### src/rtl/cp0_pkg.sv
// Shared CP0 constants: register numbers, ExcCode values, field positions
// and the small types used by the exception/interrupt unit.
package cp0_pkg;

    localparam int SIZE_EXCCODE = 4;

    localparam logic [4:0] REG_COUNT   = 5'd9;
    localparam logic [4:0] REG_COMPARE = 5'd11;
    localparam logic [4:0] REG_STATUS  = 5'd12;
    localparam logic [4:0] REG_CAUSE   = 5'd13;
    localparam logic [4:0] REG_EPC     = 5'd14;

    localparam logic [SIZE_EXCCODE:0] EXC_INT  = 5'd0;
    localparam logic [SIZE_EXCCODE:0] EXC_ADEL = 5'd4;
    localparam logic [SIZE_EXCCODE:0] EXC_ADES = 5'd5;
    localparam logic [SIZE_EXCCODE:0] EXC_SYS  = 5'd8;
    localparam logic [SIZE_EXCCODE:0] EXC_RI   = 5'd10;
    localparam logic [SIZE_EXCCODE:0] EXC_OV   = 5'd12;

    localparam int STATUS_IE     = 0;
    localparam int STATUS_EXL    = 1;
    localparam int STATUS_IM_LO  = 8;
    localparam int STATUS_IM_HI  = 15;
    localparam int CAUSE_BD      = 31;
    localparam int CAUSE_TI      = 30;
    localparam int CAUSE_IP_LO   = 8;
    localparam int CAUSE_IP_HI   = 15;
    localparam int CAUSE_IPSW_HI = 9;
    localparam int CAUSE_EXC_LO  = 2;
    localparam int CAUSE_EXC_HI  = 6;

    // One accepted event per cycle, in priority order.
    typedef enum logic [1:0] {
        EV_NONE = 2'd0,
        EV_EXC  = 2'd1,
        EV_INT  = 2'd2,
        EV_ERET = 2'd3
    } event_e;

    typedef struct packed {
        logic [7:0] im;
        logic       exl;
        logic       ie;
    } status_t;

    // A delay-slot instruction restarts at its branch.
    function automatic logic [31:0] epc_of(input logic [31:0] pc, input logic bd);
        return bd ? (pc - 32'd4) : pc;
    endfunction

endpackage

### src/rtl/cp0_if.sv
// Pipeline-facing bundle of the CP0 unit: MEM-stage instruction info, MTC0/MFC0
// access, external interrupts and the redirect back to fetch.
interface cp0_if #(
    parameter int EXCW = 5
);
    logic            pc_valid;
    logic [31:0]     pc_in;
    logic            bd_in;
    logic            exc_valid;
    logic [EXCW-1:0] exc_code;
    logic            eret;
    logic            mtc0_we;
    logic [4:0]      reg_addr;
    logic [31:0]     wdata;
    logic [31:0]     rdata;
    logic [5:0]      hw_int;
    logic            redirect_valid;
    logic [31:0]     redirect_pc;
    logic            exl;

    // Handshake: redirect_valid is a valid-only, one-cycle pulse with no ready;
    // fetch must flush and load redirect_pc in the cycle it is seen.
    modport master (
        output pc_valid, pc_in, bd_in, exc_valid, exc_code, eret,
        output mtc0_we, reg_addr, wdata, hw_int,
        input  rdata, redirect_valid, redirect_pc, exl
    );

    modport slave (
        input  pc_valid, pc_in, bd_in, exc_valid, exc_code, eret,
        input  mtc0_we, reg_addr, wdata, hw_int,
        output rdata, redirect_valid, redirect_pc, exl
    );
endinterface

### src/rtl/cp0_timer.sv
// Count/Compare timer: Count advances every second clock and TI is raised when
// an increment lands on Compare.
module cp0_timer (
    input  logic        clk,
    input  logic        rst,
    input  logic        count_we,
    input  logic        compare_we,
    input  logic        ti_clear,
    input  logic [31:0] wdata,
    output logic [31:0] count,
    output logic [31:0] compare,
    output logic        ti
);
    logic        tick_q;
    logic [31:0] count_inc;
    logic        hit;

    assign count_inc = count + 32'd1;
    // Only a real increment can match; a write to Count suppresses it.
    assign hit = tick_q & ~count_we & (count_inc == compare);

    always_ff @(posedge clk or negedge rst) begin
        if (!rst) begin
            tick_q  <= 1'b0;
            count   <= 32'd0;
            compare <= 32'd0;
            ti      <= 1'b0;
        end else begin
            tick_q <= ~tick_q;
            if (count_we)
                count <= wdata;
            else if (tick_q)
                count <= count_inc;
            if (compare_we)
                compare <= wdata;
            if (ti_clear)
                ti <= 1'b0;
            else if (hit)
                ti <= 1'b1;
        end
    end
endmodule

### src/rtl/cp0.sv
// Coprocessor-0 exception/interrupt unit: Status, Cause, EPC, the event priority
// and the registered redirect to fetch; the timer lives in cp0_timer.
module cp0
    import cp0_pkg::*;
#(
    parameter logic [31:0] EXC_VECTOR = 32'h0000_4180,
    parameter int          EXCW       = SIZE_EXCCODE + 1
) (
    input logic  clk,
    input logic  rst,
    cp0_if.slave bus
);
    status_t         status_q;
    logic            bd_q;
    logic [5:0]      hw_q;
    logic [1:0]      ip_sw_q;
    logic [EXCW-1:0] exc_code_q;
    logic [31:0]     epc_q;
    logic            redirect_valid_q;
    logic [31:0]     redirect_pc_q;

    logic [31:0]     count;
    logic [31:0]     compare;
    logic            ti;

    logic [7:0]      ip;
    logic            int_pending;
    event_e          ev;
    logic            wr_en;
    logic            wr_count;
    logic            wr_compare;
    logic [31:0]     rdata;

    assign ip          = {ti | hw_q[5], hw_q[4:0], ip_sw_q};
    assign int_pending = status_q.ie & ~status_q.exl & (|(ip & status_q.im));

    always_comb begin
        ev = EV_NONE;
        if (bus.pc_valid & bus.exc_valid)
            ev = EV_EXC;
        else if (bus.pc_valid & int_pending)
            ev = EV_INT;
        else if (bus.pc_valid & bus.eret)
            ev = EV_ERET;
    end

    // MTC0 only lands in a cycle with no higher-priority event.
    assign wr_en      = bus.mtc0_we & (ev == EV_NONE);
    assign wr_count   = wr_en & (bus.reg_addr == REG_COUNT);
    assign wr_compare = wr_en & (bus.reg_addr == REG_COMPARE);

    cp0_timer u_timer (
        .clk        (clk),
        .rst        (rst),
        .count_we   (wr_count),
        .compare_we (wr_compare),
        .ti_clear   (wr_compare),
        .wdata      (bus.wdata),
        .count      (count),
        .compare    (compare),
        .ti         (ti)
    );

    always_ff @(posedge clk or negedge rst) begin
        if (!rst) begin
            status_q   <= '0;
            bd_q       <= 1'b0;
            hw_q       <= 6'd0;
            ip_sw_q    <= 2'd0;
            exc_code_q <= '0;
            epc_q      <= 32'd0;
        end else begin
            hw_q <= bus.hw_int;
            case (ev)
                EV_EXC, EV_INT: begin
                    exc_code_q <= (ev == EV_EXC) ? bus.exc_code : EXCW'(EXC_INT);
                    // Nested exceptions keep the original return point.
                    if (!status_q.exl) begin
                        epc_q <= epc_of(bus.pc_in, bus.bd_in);
                        bd_q  <= bus.bd_in;
                    end
                    status_q.exl <= 1'b1;
                end
                EV_ERET: status_q.exl <= 1'b0;
                default: begin
                    if (wr_en) begin
                        case (bus.reg_addr)
                            REG_STATUS: begin
                                status_q.im  <= bus.wdata[STATUS_IM_HI:STATUS_IM_LO];
                                status_q.exl <= bus.wdata[STATUS_EXL];
                                status_q.ie  <= bus.wdata[STATUS_IE];
                            end
                            REG_CAUSE: ip_sw_q <= bus.wdata[CAUSE_IPSW_HI:CAUSE_IP_LO];
                            REG_EPC:   epc_q   <= bus.wdata;
                            default:   ;
                        endcase
                    end
                end
            endcase
        end
    end

    always_ff @(posedge clk or negedge rst) begin
        if (!rst) begin
            redirect_valid_q <= 1'b0;
            redirect_pc_q    <= 32'd0;
        end else begin
            redirect_valid_q <= (ev != EV_NONE);
            if (ev == EV_ERET)
                redirect_pc_q <= epc_q;
            else if (ev != EV_NONE)
                redirect_pc_q <= EXC_VECTOR;
        end
    end

    always_comb begin
        rdata = 32'd0;
        case (bus.reg_addr)
            REG_COUNT:   rdata = count;
            REG_COMPARE: rdata = compare;
            REG_STATUS:  rdata = {16'd0, status_q.im, 6'd0, status_q.exl, status_q.ie};
            REG_CAUSE:   rdata = {bd_q, ti, 14'd0, ip, 1'b0, exc_code_q, 2'd0};
            REG_EPC:     rdata = epc_q;
            default:     rdata = 32'd0;
        endcase
    end

    assign bus.rdata          = rdata;
    assign bus.redirect_valid = redirect_valid_q;
    assign bus.redirect_pc    = redirect_pc_q;
    assign bus.exl            = status_q.exl;
endmodule
### src/flat_wrapper.sv
// flat-port wrapper written by rule: the top's interface ports become plain ports
module cp0_flat import cp0_pkg::*;
#(
    parameter logic [31:0] EXC_VECTOR = 32'h0000_4180,
    parameter int          EXCW       = SIZE_EXCCODE + 1
)
  (clk, rst, bus_pc_valid, bus_pc_in, bus_bd_in, bus_exc_valid, bus_exc_code, bus_eret, bus_mtc0_we, bus_reg_addr, bus_wdata, bus_hw_int, bus_rdata, bus_redirect_valid, bus_redirect_pc, bus_exl);
  cp0_if #(.EXCW(EXCW)) bus_i ();
  input logic clk;
  input logic rst;
  input wire logic [$bits(bus_i.pc_valid)-1:0] bus_pc_valid;
  input wire logic [$bits(bus_i.pc_in)-1:0] bus_pc_in;
  input wire logic [$bits(bus_i.bd_in)-1:0] bus_bd_in;
  input wire logic [$bits(bus_i.exc_valid)-1:0] bus_exc_valid;
  input wire logic [$bits(bus_i.exc_code)-1:0] bus_exc_code;
  input wire logic [$bits(bus_i.eret)-1:0] bus_eret;
  input wire logic [$bits(bus_i.mtc0_we)-1:0] bus_mtc0_we;
  input wire logic [$bits(bus_i.reg_addr)-1:0] bus_reg_addr;
  input wire logic [$bits(bus_i.wdata)-1:0] bus_wdata;
  input wire logic [$bits(bus_i.hw_int)-1:0] bus_hw_int;
  output wire logic [$bits(bus_i.rdata)-1:0] bus_rdata;
  output wire logic [$bits(bus_i.redirect_valid)-1:0] bus_redirect_valid;
  output wire logic [$bits(bus_i.redirect_pc)-1:0] bus_redirect_pc;
  output wire logic [$bits(bus_i.exl)-1:0] bus_exl;
  assign bus_i.pc_valid = bus_pc_valid;
  assign bus_i.pc_in = bus_pc_in;
  assign bus_i.bd_in = bus_bd_in;
  assign bus_i.exc_valid = bus_exc_valid;
  assign bus_i.exc_code = bus_exc_code;
  assign bus_i.eret = bus_eret;
  assign bus_i.mtc0_we = bus_mtc0_we;
  assign bus_i.reg_addr = bus_reg_addr;
  assign bus_i.wdata = bus_wdata;
  assign bus_i.hw_int = bus_hw_int;
  assign bus_rdata = bus_i.rdata;
  assign bus_redirect_valid = bus_i.redirect_valid;
  assign bus_redirect_pc = bus_i.redirect_pc;
  assign bus_exl = bus_i.exl;
  cp0 #(.EXC_VECTOR(EXC_VECTOR), .EXCW(EXCW)) u_core (.clk(clk), .rst(rst), .bus(bus_i));
endmodule
### config.mk
export PLATFORM = sky130hd
export DESIGN_NAME = cp0_flat
export DESIGN_NICKNAME = d
export VERILOG_FILES = /design/src/rtl/cp0_pkg.sv /design/src/rtl/cp0_if.sv /design/src/rtl/cp0_timer.sv /design/src/rtl/cp0.sv /design/src/flat_wrapper.sv
export SDC_FILE = /design/constraint.sdc
export NUM_CORES = 1
export LEC_CHECK = 0
export ABC_AREA = 1
export BUFFER_PORTS_ARGS = -buffer_cell sky130_fd_sc_hd__buf_2
export CAP_MARGIN = 20
export CORE_MARGIN = 2
export CORE_UTILIZATION = 55
export DETAILED_ROUTE_END_ITERATION = 8
export PLACE_DENSITY = 0.78
export SLEW_MARGIN = 25
export SYNTH_ARGS = -nofsm -noshare
export SYNTH_HDL_FRONTEND = slang
export SYNTH_SLANG_ARGS = --single-unit
### constraint.sdc
create_clock -name clk -period 4.9 [get_ports clk]
set_input_delay 0 -clock clk [delete_from_list [all_inputs] [get_ports clk]]
set_output_delay 0 -clock clk [all_outputs]
set_load 0.05 [all_outputs]
# Yosys cells after proc, flatten, opt, wreduce, memory -nomap -nowiden

Index checks and enable logic that the tools add are counted.

Equal/unequal tests: 10
Reduce and logical (&&, ||, !) cells: 17
Order comparisons: 0
Muxes and demuxes: 19
Bitwise operators: 17
Shift operators: 0
Div/mod/pow operators: 0
$add $sub $neg: 2
Multiply operators: 0

Operator list:

| operator                | number |
|---|---|
| $mux W32                | 8 |
| $pmux W32 S5            | 1 |
| $pmux W32 S2            | 1 |
| $add A32 B1 Y32 const B | 1 |
| $eq A32 B32 Y1          | 1 |
| $sub A32 B3 Y32 const B | 1 |
| $eq A5 B4 Y1 const B    | 5 |
| $reduce_bool A2 Y1      | 6 |
| $and A1 B1 Y1           | 10 |
| $mux W2                 | 5 |
| $and A8 B8 Y8           | 1 |
| $reduce_or A8 Y1        | 1 |
| $reduce_and A3 Y1       | 2 |
| $reduce_bool A3 Y1      | 2 |
| $mux W5                 | 1 |
| $not A1 Y1              | 5 |
| $eq A2 B2 Y1 const B    | 2 |
| $reduce_and A2 Y1       | 2 |
| $reduce_and A4 Y1       | 1 |
| $reduce_or A3 Y1        | 1 |
| $eq A2 B1 Y1 const B    | 1 |
| $logic_not A2 Y1        | 1 |
| $mux W1                 | 2 |
| $ne A2 B2 Y1 const B    | 1 |
| 3 further kinds         | 3 |

Memories kept: 0
Input bits: 87
Latch bits: 0
Memory bits (read-only): 0
RAM bits: 0
Register bits after elaboration: 155

# Logic depth before layout (Yosys ltp)

Depth after elaboration: 15
Gate-level depth with buffers: 17
Mapped depth without buffers: 17

# Modules after synthesis

From an unflattened synthesis, not the netlist that was laid out.

Cells, all modules: 1440
Area total of the unflattened synthesis: 9865.7 µm²

By module, submodules not included:

| module    | cells an instance | times used | area an instance (µm²) |
|---|---|---|---|
| cp0       | 794               | 1          | 5554.1 |
| cp0_timer | 646               | 1          | 4311.6 |

# Worst setup path after synthesis

OpenSTA, ideal clock, no wires.

Path kind: in2out
Start point: input port bus_reg_addr[4]
End point: output port bus_rdata[0]
Path buffers: 2
Stages: 9
Slack: 2.900 ns
Arrival time: 2.000 ns
Path through: inv_1 -> nand2_1 -> nor2_1 -> inv_1 -> nor2_1 -> inv_1 -> clkbuf_1 -> clkbuf_1 -> o21ai_0

Longest elaborated chain between the ends: 2
Elaborated cells between the ends (all ways): 6
Classes of those cells: 5 x eq/ne; 1 x mux

RTL lines:

| item               | RTL line           | RTL |
|---|---|---|
| start: declaration | flat_wrapper.sv:18 | `input wire logic [$bits(bus_i.reg_addr)-1:0] bus_reg_addr;` |
| $eq A5 B4 Y1       | cp0.sv:118         | `case (bus.reg_addr)` |
| $pmux W32 S5 *     | cp0.sv:118         |  |
| end: declaration   | flat_wrapper.sv:21 | `output wire logic [$bits(bus_i.rdata)-1:0] bus_rdata;` |

Every way passes the cells marked *; elsewhere a longest branch is shown, timed or not.

# Worst setup path in the final report

Start point: register u_core.u_timer.ti
End point: register u_core.u_timer.count[6]

Longest elaborated chain between the ends: 11
Elaborated cells between the ends (all ways): 12
Classes of those cells: 3 x mux; 6 x bitwise; 3 x reduce/logical

RTL lines:

| item                                                  | RTL line        | RTL |
|---|---|---|
| start: declaration                                    | cp0_timer.sv:12 | `output logic ti` |
| start signal: assignment                              | cp0_timer.sv:27 | `ti <= 1'b0;` |
| start signal: assignment                              | cp0_timer.sv:37 | `ti <= 1'b0;` |
| start signal: assignment                              | cp0_timer.sv:39 | `ti <= 1'b1;` |
| $or A1 B1 Y1 *                                        | cp0.sv:34       | `assign ip = {ti \| hw_q[5], hw_q[4:0], ip_sw_q};` |
| $and A8 B8 Y8 *                                       | cp0.sv:35       | `assign int_pending = status_q.ie & ~status_q.exl & (\|(ip & status_q.im));` |
| $reduce_or A8 Y1 *                                    | cp0.sv:35       |  |
| $and A1 B1 Y1 *                                       | cp0.sv:35       |  |
| $and A1 B1 Y1 *                                       | cp0.sv:41       | `else if (bus.pc_valid & int_pending)` |
| $mux W2 *                                             | cp0.sv:41       |  |
| $mux W2 *                                             | cp0.sv:39       | `if (bus.pc_valid & bus.exc_valid)` |
| $logic_not A2 Y1 *                                    | cp0.sv:48       | `assign wr_en = bus.mtc0_we & (ev == EV_NONE);` |
| $and A1 B1 Y1 *                                       | cp0.sv:48       |  |
| $and A1 B1 Y1 *                                       | cp0.sv:49       | `assign wr_count = wr_en & (bus.reg_addr == REG_COUNT);` |
| $mux W32 / $reduce_bool A2 Y1 (equally long branches) | -               |  |
| end signal: assignment                                | cp0_timer.sv:31 | `count <= wdata;` |
| end signal: assignment                                | cp0_timer.sv:33 | `count <= count_inc;` |
| end: declaration                                      | cp0_timer.sv:10 | `output logic [31:0] count,` |

Marks and branches as above.
A chain may end at the register's enable or synchronous reset.

==> qor.yml <==
status: "complete, but fails checks"
violations: "hold timing"
gr-total-overflow: 0
power_density_mw_per_mm2: 407
cts_resized: 0
setup_ws_ns: 1.80
yosysWarnings: 0
cts_sinks: 155
peakVddDrop_v: 0.000253
insertion_delay_ns: 0.44
grt_use_total_pct: 35.8
hpwlAfterDp_um: 22800
io_buffers: 152
final_cells: 1746
drt-vias-per-instance: 5.79
tritoncts: "built"
vias: 10113
antenna_found_initial: 0
layout.nets: 1602
syn_area_mm2: 0.00926
ys.flop_type: "dfrtp_1"
wirelength_um: 31900
maxSlewViolCount: 0
io_pins: 153
worst_clock_skew_ns: 0.0128
grt_pass1_wl_um: 49200
ant_nets: 0
synth_edf_count: 0
syn_avg_cell_area_um2: 7.11
ys_ff_latch: 155
grt_busiest_layer: "met2"
use_met2_pct: 52.9
drive_above_1_share_pct: 15.0
critPathLaunch: "u_core.u_timer.ti$_DFFE_PN0P_"
max_freq_mhz: 322
timing.final.crit_share_pct: 63.3
ys_async_sr_fraction_pct: 100
hold_slack_ns: -0.00315
avgRoutedWirePerCell_um: 18.2
fp.dieW_um: 134
path_class: "register to register"
crit_path_start_kind: "register"
core_area_mm2: 0.0165
rsz0062_at_grt: "no"
yosysSeqAreaShare_pct: 41.9
dp_cells: 1640
diodes: 0
cp_max_fo: 34
fin_crit_ns: 3.10
cts_root_buffer: "clkbuf_16"
setup.worst_path.end_class: "register"
h-tree-depth: 4
placed_area_mm2: 0.0102
finalSetupViolCount: 0
grt_max_degree: 113
grt_pass1_vias: 9144
reg2regPathDepth: 10
finalHoldViolations: 1
p_total_mw: 4.73
first_pass_iters: 6
gp_congestion: 0.956
fp.dieArea_mm2: 0.0179
yosys.cell_types.count: 42
worstMarginPinSlew_ns: 0.996
fp.dieH_um: 134
hold_class: "primary input to register"
initial_core_util_pct: 56.1
area_delta_synth_final_pct: 25.3
setup_tns_ns: 0
hold_path.startpoint: "bus_pc_in[23]"
clk_pin_slew_ns: 0.07
cts_buffers: 17
timing.rr.start: "u_core.u_timer.ti$_DFFE_PN0P_"
cp.required_ns: 5.19
relSlewSlack_pct: 33.6
maxCapViolCount: 0
hold_path_depth: 5
syn-num-nets: 1392
cts_buffer_depth: 2
syn_inst: 1303
gr-usage-met3_pct: 9.03
p_leak_nw: 5.67
fin_area_mm2: 0.0116
place_ws_ns: 2.03
utilization_pct: 70.2
drc_errors: 0
gr-usage-met1_pct: 51.7
rows: 47
drtIter0Drc: 1247
crit_arrival_ns: 3.39
## synthesized netlist by cell type, drive strengths merged (3+ instances only)
cell	n	share of area, %
xnor2	6	0.57
dfrtp	155	42
o21ai	111	6.1
xor2	19	1.8
o2111ai	4	0.38
inv	152	6.2
a31oi	12	0.81
a21oi	12	0.65
nor3	12	0.65
nand3	99	5.4
o22ai	5	0.34
o211ai	36	2.9
a22oi	12	0.97
clkbuf	32	1.3
nand4	9	0.61
o22a	3	0.28
mux2	3	0.36
nand2	436	18
nor2	128	5.9
a221oi	3	0.28
buf	15	0.80
a32o	5	0.54
o221ai	21	2.0
## area by class of cell
| cell class | instances | area, um2 |
|---|---|---|
| clock buffer | 18 | 429 |
| clock inverter | 14 | 176 |
| fill | 1376 | 4920 |
| inverter | 154 | 578 |
| multi-input combinational | 947 | 4650 |
| sequential | 155 | 3880 |
| tap | 220 | 275 |
| timing repair buffer | 238 | 1620 |
## per-layer routing
layer | wire [um] | share of wire, %
met1 | 13200 | 42
met2 | 14000 | 44
met3 | 3750 | 12
met4 | 859 | 2.7
met5 | 0 | 0
## worst max-delay path: stages (launching register included)
cell and delay [ns]:
dfrtp_1 0.40, o21ai_0 0.25, nand3b_1 0.12, nand2_1 0.10, nand4_1 0.37, nor2_2 0.21, buf_4 0.40, nor2_1 0.08
buf_4 0.21, inv_1 0.62, o211ai_1 0.18
## logic make-up after synthesis
kind of cell	synth area share (%)
AOI/OAI and AO/OA	15.3
buffers and inverters	8.33
adders and majority gates	0.270
muxes	0.365
DFF	41.9
xor gates and xnor gates	2.85
and+or+nand+nor	31.0
## report_power, final
part | total (mW) | switching, mW | leakage, nW | internal (mW)
combinational | 1.53 | 1.04 | 3.54 | 0.485
clock | 1.37 | 0.599 | 0.295 | 0.774
sequential | 1.83 | 0.275 | 1.84 | 1.55
## final timing paths
| path | end | slack [ns] |
|---|---|---|
| worst max-delay path | u_core.u_timer.count[6]$_DFFE_PN0P_ | 1.80 |
| worst min-delay path | u_core.epc_q[23]$_DFFE_PN0P_ | -0.003 |
| worst max register to register | u_core.u_timer.count[6]$_DFFE_PN0P_ | 1.80 |
| worst min register to register | u_core.u_timer.tick_q$_DFF_PN0_ | 0.46 |
| max in group asynchronous | u_core.hw_q[3]$_DFF_PN0_ | 3.47 |
| min in group asynchronous | u_core.epc_q[3]$_DFFE_PN0P_ | 0.23 |
## placed cells by master, fill, tap and decap left out, types with 2 or more instances in the layout
cell type / n
clkbuf_16: 17
a32o_1: 5
nor2_4: 7
inv_1: 151
mux2_2: 3
dlygate4sd3_1: 73
xnor2_1: 6
o211ai_1: 36
nand3_2: 2
clkinv_1: 2
nand3_1: 97
xnor3_1: 2
o221ai_1: 21
o22ai_1: 5
a221oi_1: 3
nand2_2: 5
o21ai_2: 2
nand2_4: 2
bufinv_16: 2
nor2_1: 114
buf_4: 12
a21oi_1: 12
o22a_1: 3
nor2_2: 6
o21ai_0: 107
a31oi_1: 12
nand4_1: 9
clkinv_4: 3
inv_6: 3
ha_1: 2
o2111ai_1: 4
nand2_1: 429
nor3_1: 11
dfrtp_1: 155
xor2_1: 19
inv_8: 5
or2_2: 2
nand3b_1: 2
buf_2: 151
a22oi_1: 12
## state kept, by name, indices dropped and copies added, names as in the netlist
signal,flops
u_core.hw_q,6
u_core.u_timer.ti,1
u_core.epc_q,32
u_core.bus.redirect_pc,32
u_core.u_timer.count,32
u_core.bus.redirect_valid,1
u_core.ip_sw_q,2
u_core.u_timer.tick_q,1
u_core.bus.exl,1
u_core.u_timer.compare,32
u_core.status_q,9
u_core.exc_code_q,5
u_core.bd_q,1
## what timing repair did
item / in CTS / in global routing
hold buffers: 73 / 0
setup buffers: 0 / 0
hold endpoints to repair: 226 / 0
Power figures use the tool's default switching activity.
